--- config.mk ---
export PLATFORM = sky130hd
export DESIGN_NAME = mux8_rr_arbiter
export DESIGN_NICKNAME = d
export VERILOG_FILES = /design/src/rtl/mux8_rr_arbiter_pkg.sv /design/src/rtl/mux8.sv /design/src/rtl/mux8_rr_arbiter_rr_pick.sv /design/src/rtl/mux8_rr_arbiter.sv
export SDC_FILE = /design/constraint.sdc
export NUM_CORES = 1
export LEC_CHECK = 0
export CORE_ASPECT_RATIO = 1.4
export CORE_MARGIN = 2
export CORE_UTILIZATION = 30
export DETAILED_ROUTE_END_ITERATION = 8
export SYNTH_ARGS = -nofsm -noshare
export SYNTH_HDL_FRONTEND = slang
export SYNTH_SLANG_ARGS = --single-unit
--- constraint.sdc ---
create_clock -name Clock -period 10.8 [get_ports Clock]
set_input_delay 2.16 -clock Clock [delete_from_list [all_inputs] [get_ports Clock]]
set_output_delay 2.16 -clock Clock [all_outputs]
set_load 0.02 [all_outputs]
--- src/rtl/mux8_rr_arbiter_pkg.sv ---
// Shared types and constants for the 8-way round-robin mux arbiter.
package mux8_rr_arbiter_pkg;

    typedef enum logic {
        IDLE  = 1'b0,
        GRANT = 1'b1
    } state_e;

    localparam logic [2:0] LAST_RST      = 3'd7;
    localparam int         BURST_LEN_DEF = 4;

endpackage

--- src/rtl/mux8.sv ---
// Existing 8:1 serial line multiplexer.
module mux8 (
    input  logic [7:0] d_i,
    input  logic [2:0] sel_i,
    output logic       y_o
);

    assign y_o = d_i[sel_i];

endmodule

--- src/rtl/mux8_rr_arbiter_rr_pick.sv ---
// Rotated priority encoder: first requester after `last`, wrapping to `last`.
module rr_pick (
    input  logic [7:0] req_i,
    input  logic [2:0] last_i,
    output logic [2:0] winner_o,
    output logic       any_o
);

    logic [2:0] start;
    logic [7:0] rot;
    logic [2:0] off;

    assign start = last_i + 3'd1;
    assign any_o = |req_i;

    // rot[0] is the highest-priority requester
    always_comb begin
        rot = '0;
        for (int i = 0; i < 8; i++) begin
            rot[i] = req_i[3'(i) + start];
        end
    end

    always_comb begin
        off = '0;
        for (int i = 7; i >= 0; i--) begin
            if (rot[i]) off = 3'(i);
        end
    end

    assign winner_o = start + off;

endmodule

--- src/rtl/mux8_rr_arbiter.sv ---
// Round-robin burst arbiter sharing one 8:1 serial mux among 8 requesters.
module mux8_rr_arbiter
    import mux8_rr_arbiter_pkg::*;
#(
    parameter int BURST_LEN = BURST_LEN_DEF,
    parameter int CNT_W     = 4
) (
    input  logic       Clock,
    input  logic       Resetn,
    input  logic [7:0] Req,
    input  logic [7:0] D,
    output logic [7:0] Grant,
    output logic [2:0] Sel,
    output logic       Valid,
    output logic       Dout,
    output logic       Busy
);

    localparam logic [CNT_W-1:0] CNT_MAX = CNT_W'(BURST_LEN - 1);

    state_e           state_q, state_d;
    logic [CNT_W-1:0] cnt_q, cnt_d;
    logic [2:0]       sel_q, sel_d;
    logic [2:0]       last_q, last_d;
    logic [7:0]       grant_q, grant_d;

    logic [2:0] winner;
    logic       any;
    logic       burst_end;
    logic       mux_y;

    rr_pick u_pick (
        .req_i    (Req),
        .last_i   (last_q),
        .winner_o (winner),
        .any_o    (any)
    );

    mux8 u_mux (
        .d_i   (D),
        .sel_i (sel_q),
        .y_o   (mux_y)
    );

    assign burst_end = (cnt_q == CNT_MAX) || !Req[sel_q];

    always_comb begin
        state_d = state_q;
        cnt_d   = cnt_q;
        sel_d   = sel_q;
        last_d  = last_q;
        grant_d = grant_q;
        unique case (state_q)
            IDLE: begin
                if (any) begin
                    state_d = GRANT;
                    cnt_d   = '0;
                    sel_d   = winner;
                    last_d  = winner;
                    grant_d = 8'b1 << winner;
                end
            end
            GRANT: begin
                if (!burst_end) begin
                    cnt_d = cnt_q + 1'b1;
                end else if (any) begin
                    // back-to-back handover, no idle bubble
                    cnt_d   = '0;
                    sel_d   = winner;
                    last_d  = winner;
                    grant_d = 8'b1 << winner;
                end else begin
                    state_d = IDLE;
                    cnt_d   = '0;
                    grant_d = '0;
                end
            end
            default: state_d = IDLE;
        endcase
    end

    always_ff @(posedge Clock or negedge Resetn) begin
        if (!Resetn) begin
            state_q <= IDLE;
            cnt_q   <= '0;
            sel_q   <= '0;
            last_q  <= LAST_RST;
            grant_q <= '0;
        end else begin
            state_q <= state_d;
            cnt_q   <= cnt_d;
            sel_q   <= sel_d;
            last_q  <= last_d;
            grant_q <= grant_d;
        end
    end

    assign Grant = grant_q;
    assign Sel   = sel_q;
    assign Valid = (state_q == GRANT);
    assign Busy  = (state_q == GRANT);
    assign Dout  = mux_y & Valid;

endmodule

==> metrics.csv <==
metric,value,unit
Slew HR,0.189,
Synth area leader,dfrtp_1,
CTS tree,done,
wire length of the first global-routing pass,7800,um
syn_nets,222,
Syn Std Cell Area,0.00191,sq mm
# IOs,32,
Setup Crit Path Kind,in -> reg,
largest net degree at the start of global routing,23,
GRT Total Usage,0.135,
hold buffer count at cts,0,
Syn Area/Cell,9.60,sq um
FF/Latch Area,479,sq um
clock tree buffer depth,2,
Worst setup SP type,input port,
Layout Skew,0.00407,ns
Post-Syn Instances,199,
Post-Synth Adder-Cell Area,0.0367,
max-cap violations,0,
gr ovfl total,0,
fmax,164,MHz
Critical Path RT,10.99,ns
Yosys warning count,0,
RSZ-0062 raised after global routing,no,
Die ar.,0.00703,sq mm
most frequent cell after synthesis,nand2_1,
Post CTS Setup Buffer Count,0,
Sinks on Clock Net,19,
Hold Fails Final Rpt,0,
Yosys reg bits,19,
worst hold path class,reg -> reg,
count of flip-flops with a built-in enable after synthesis,0,
root buffer cell,clkbuf_8,
final setup TNS,0,ns
number of max-slew violations in the final report,0,
Port Buffers,31,
Post-route DRC,0,
DRT Pass-1 Iters,4,
fill count,620,
H-tree depth,1,
Worst setup EP type,flip-flop,
remaining antenna violation count,0,
DP Wirelength,3430,um
most frequent cells after synthesis,"nand2_1, dfrtp_1, nand3_1",
register area share after synthesis,0.251,
WL final,4450,um
Clock Latency Late Sink,0.26,ns
Via density,5.69,
XOR/XNOR Fraction of Synth Area,0.0347,
async set-reset flop share out of synthesis,1.00,
crit path max fanout,11,
fin worst setup slack,4.72,ns
Die Span Y,98.4,um
post-synthesis mux area share,0.206,
layout cells sized above 1,0.136,
endpoints failing setup,0,
synthesized-area fraction occupied by and/or/nand/nor cells,0.238,
via count,1666,
outcome,"finished, final reports clean",
Rows,34,
largest family of logic cells by synthesized area,simple AND/OR/NAND/NOR gates,
nets,245,
worst slew pin tran,1.21,ns
post-DR wirelength/cell,15.2,um
core area,0.00617,sq mm
Post-Place Setup Slack,4.45,ns
multi-input logic area,0.00130,sq mm
vias in the first global route,1633,
"Primary FF master, synth",dfrtp_1,
"top cells by area, synth","dfrtp_1, mux4_2, dfstp_2, mux2i_1, o31ai_1",
gp weighted congestion,0.818,
Netlist cell types,57,
antenna violations before repair,0,
Initial Util,0.310,
CP arrival,6.27,ns
Tmin final,6.08,ns
Die W,71.4,um
Inserted Clock Buffers,3,
fin crit share,0.563,
Synth top area share,0.210,
"Clk pin slew, worst setup/hold paths",0.07,ns
Iter 0 DRT Violations,123,
post-cts sizing count,0,
Area Growth Syn to Fin,18.8,%
n_diodes,0,
Synth Area in Compound Gates,0.166,
==> area by class of cell <==
type	instances	area share
inverters	9	0.0149
clock inverters	1	0.00221
multi-input cells	157	0.574
clock buffers	3	0.0182
well taps	72	0.0397
flip-flops and latches	19	0.211
repair buffers	32	0.140
==> cells in the final DEF, fill, tap and decap left out, types with 2 or more instances in the layout <==
cell type,count
clkdlybuf4s50_1,31
nand2_1,17
dfrtp_1,16
nand3_1,11
nor2_1,10
inv_1,9
o31ai_1,9
nand4_1,9
nor4_1,8
mux4_2,8
mux2i_1,7
mux2_2,6
nor3_1,5
o21ai_0,5
nor4b_1,4
xnor2_1,4
a21oi_1,4
ha_1,4
a21o_1,3
clkbuf_8,3
dfstp_2,3
nand3b_1,2
or3b_1,2
mux4_1,2
o32ai_1,2
a221oi_1,2
or4_1,2
nand2b_1,2
or2_1,2
mux2_1,2
a22o_1,2
==> kinds of logic (layout without fill, tap and decap cells) <==
logic type | count (synthesis) | count (layout)
compound gates | 40 | 40
flops | 19 | 19
xor+xnor | 6 | 6
fa+ha+maj | 5 | 5
buf+inv | 23 | 45
mux | 25 | 25
simple gates | 81 | 81
==> worst paths after layout <==
kind	slack [ns]	end	start	cells past startpoint
setup / recovery	4.72	Grant[7]	Req[6]	12
hold / removal	0.49	Grant[3]	Grant[3]	2
setup reg to reg	5.20	Grant[7]	last_q[0]	13
hold reg to reg	0.49	Grant[3]	Grant[3]	2
max in group asynchronous	7.91	Grant[2]	Resetn	1
min in group asynchronous	2.38	cnt_q[2]	Resetn	1
==> metrics by stage <==
step / hold WS, ns / utilization / cells / cell area [sq um]
4_1_cts: 0.500 / 0.368 / 293 / 2270
3_5_place_dp: 0.482 / 0.360 / 289 / 2220
3_3_place_gp: 0.483 / 0.360 / 289 / 2220
2_1_floorplan: 0.483 / - / 199 / 1910
6_report: 0.490 / 0.368 / 293 / 2270
5_1_grt: 0.527 / 0.368 / 293 / 2270
==> metal layers <==
metal / track usage / vias to the layer above / wire, um
met3: 0.00307 / 4 / 68
met4: 0.0566 / 0 / 54
met1: 0.169 / 804 / 1920
li1: - / 834 / -
met2: 0.243 / 24 / 2400
met5: 0 / - / 0
==> worst max-delay path: stages <==
cell	delay, ns
clkdlybuf4s50_1	0.50
mux4_1	0.64
nor3_1	0.21
nor3_1	0.09
a211oi_1	0.94
nand2_1	0.18
fa_1	0.50
xnor2_1	0.42
nand2_1	0.09
nor4_1	0.26
nand4_1	0.13
nand3_1	0.15
==> registers in the layout (all words and copies together) (netlist names) <==
register,cells
Sel,3
last_q,3
Grant,8
Busy,1
cnt_q,4
Power is not shown: default switching activity piles up to over one toggle a cycle in this logic, so the estimate is an artifact.
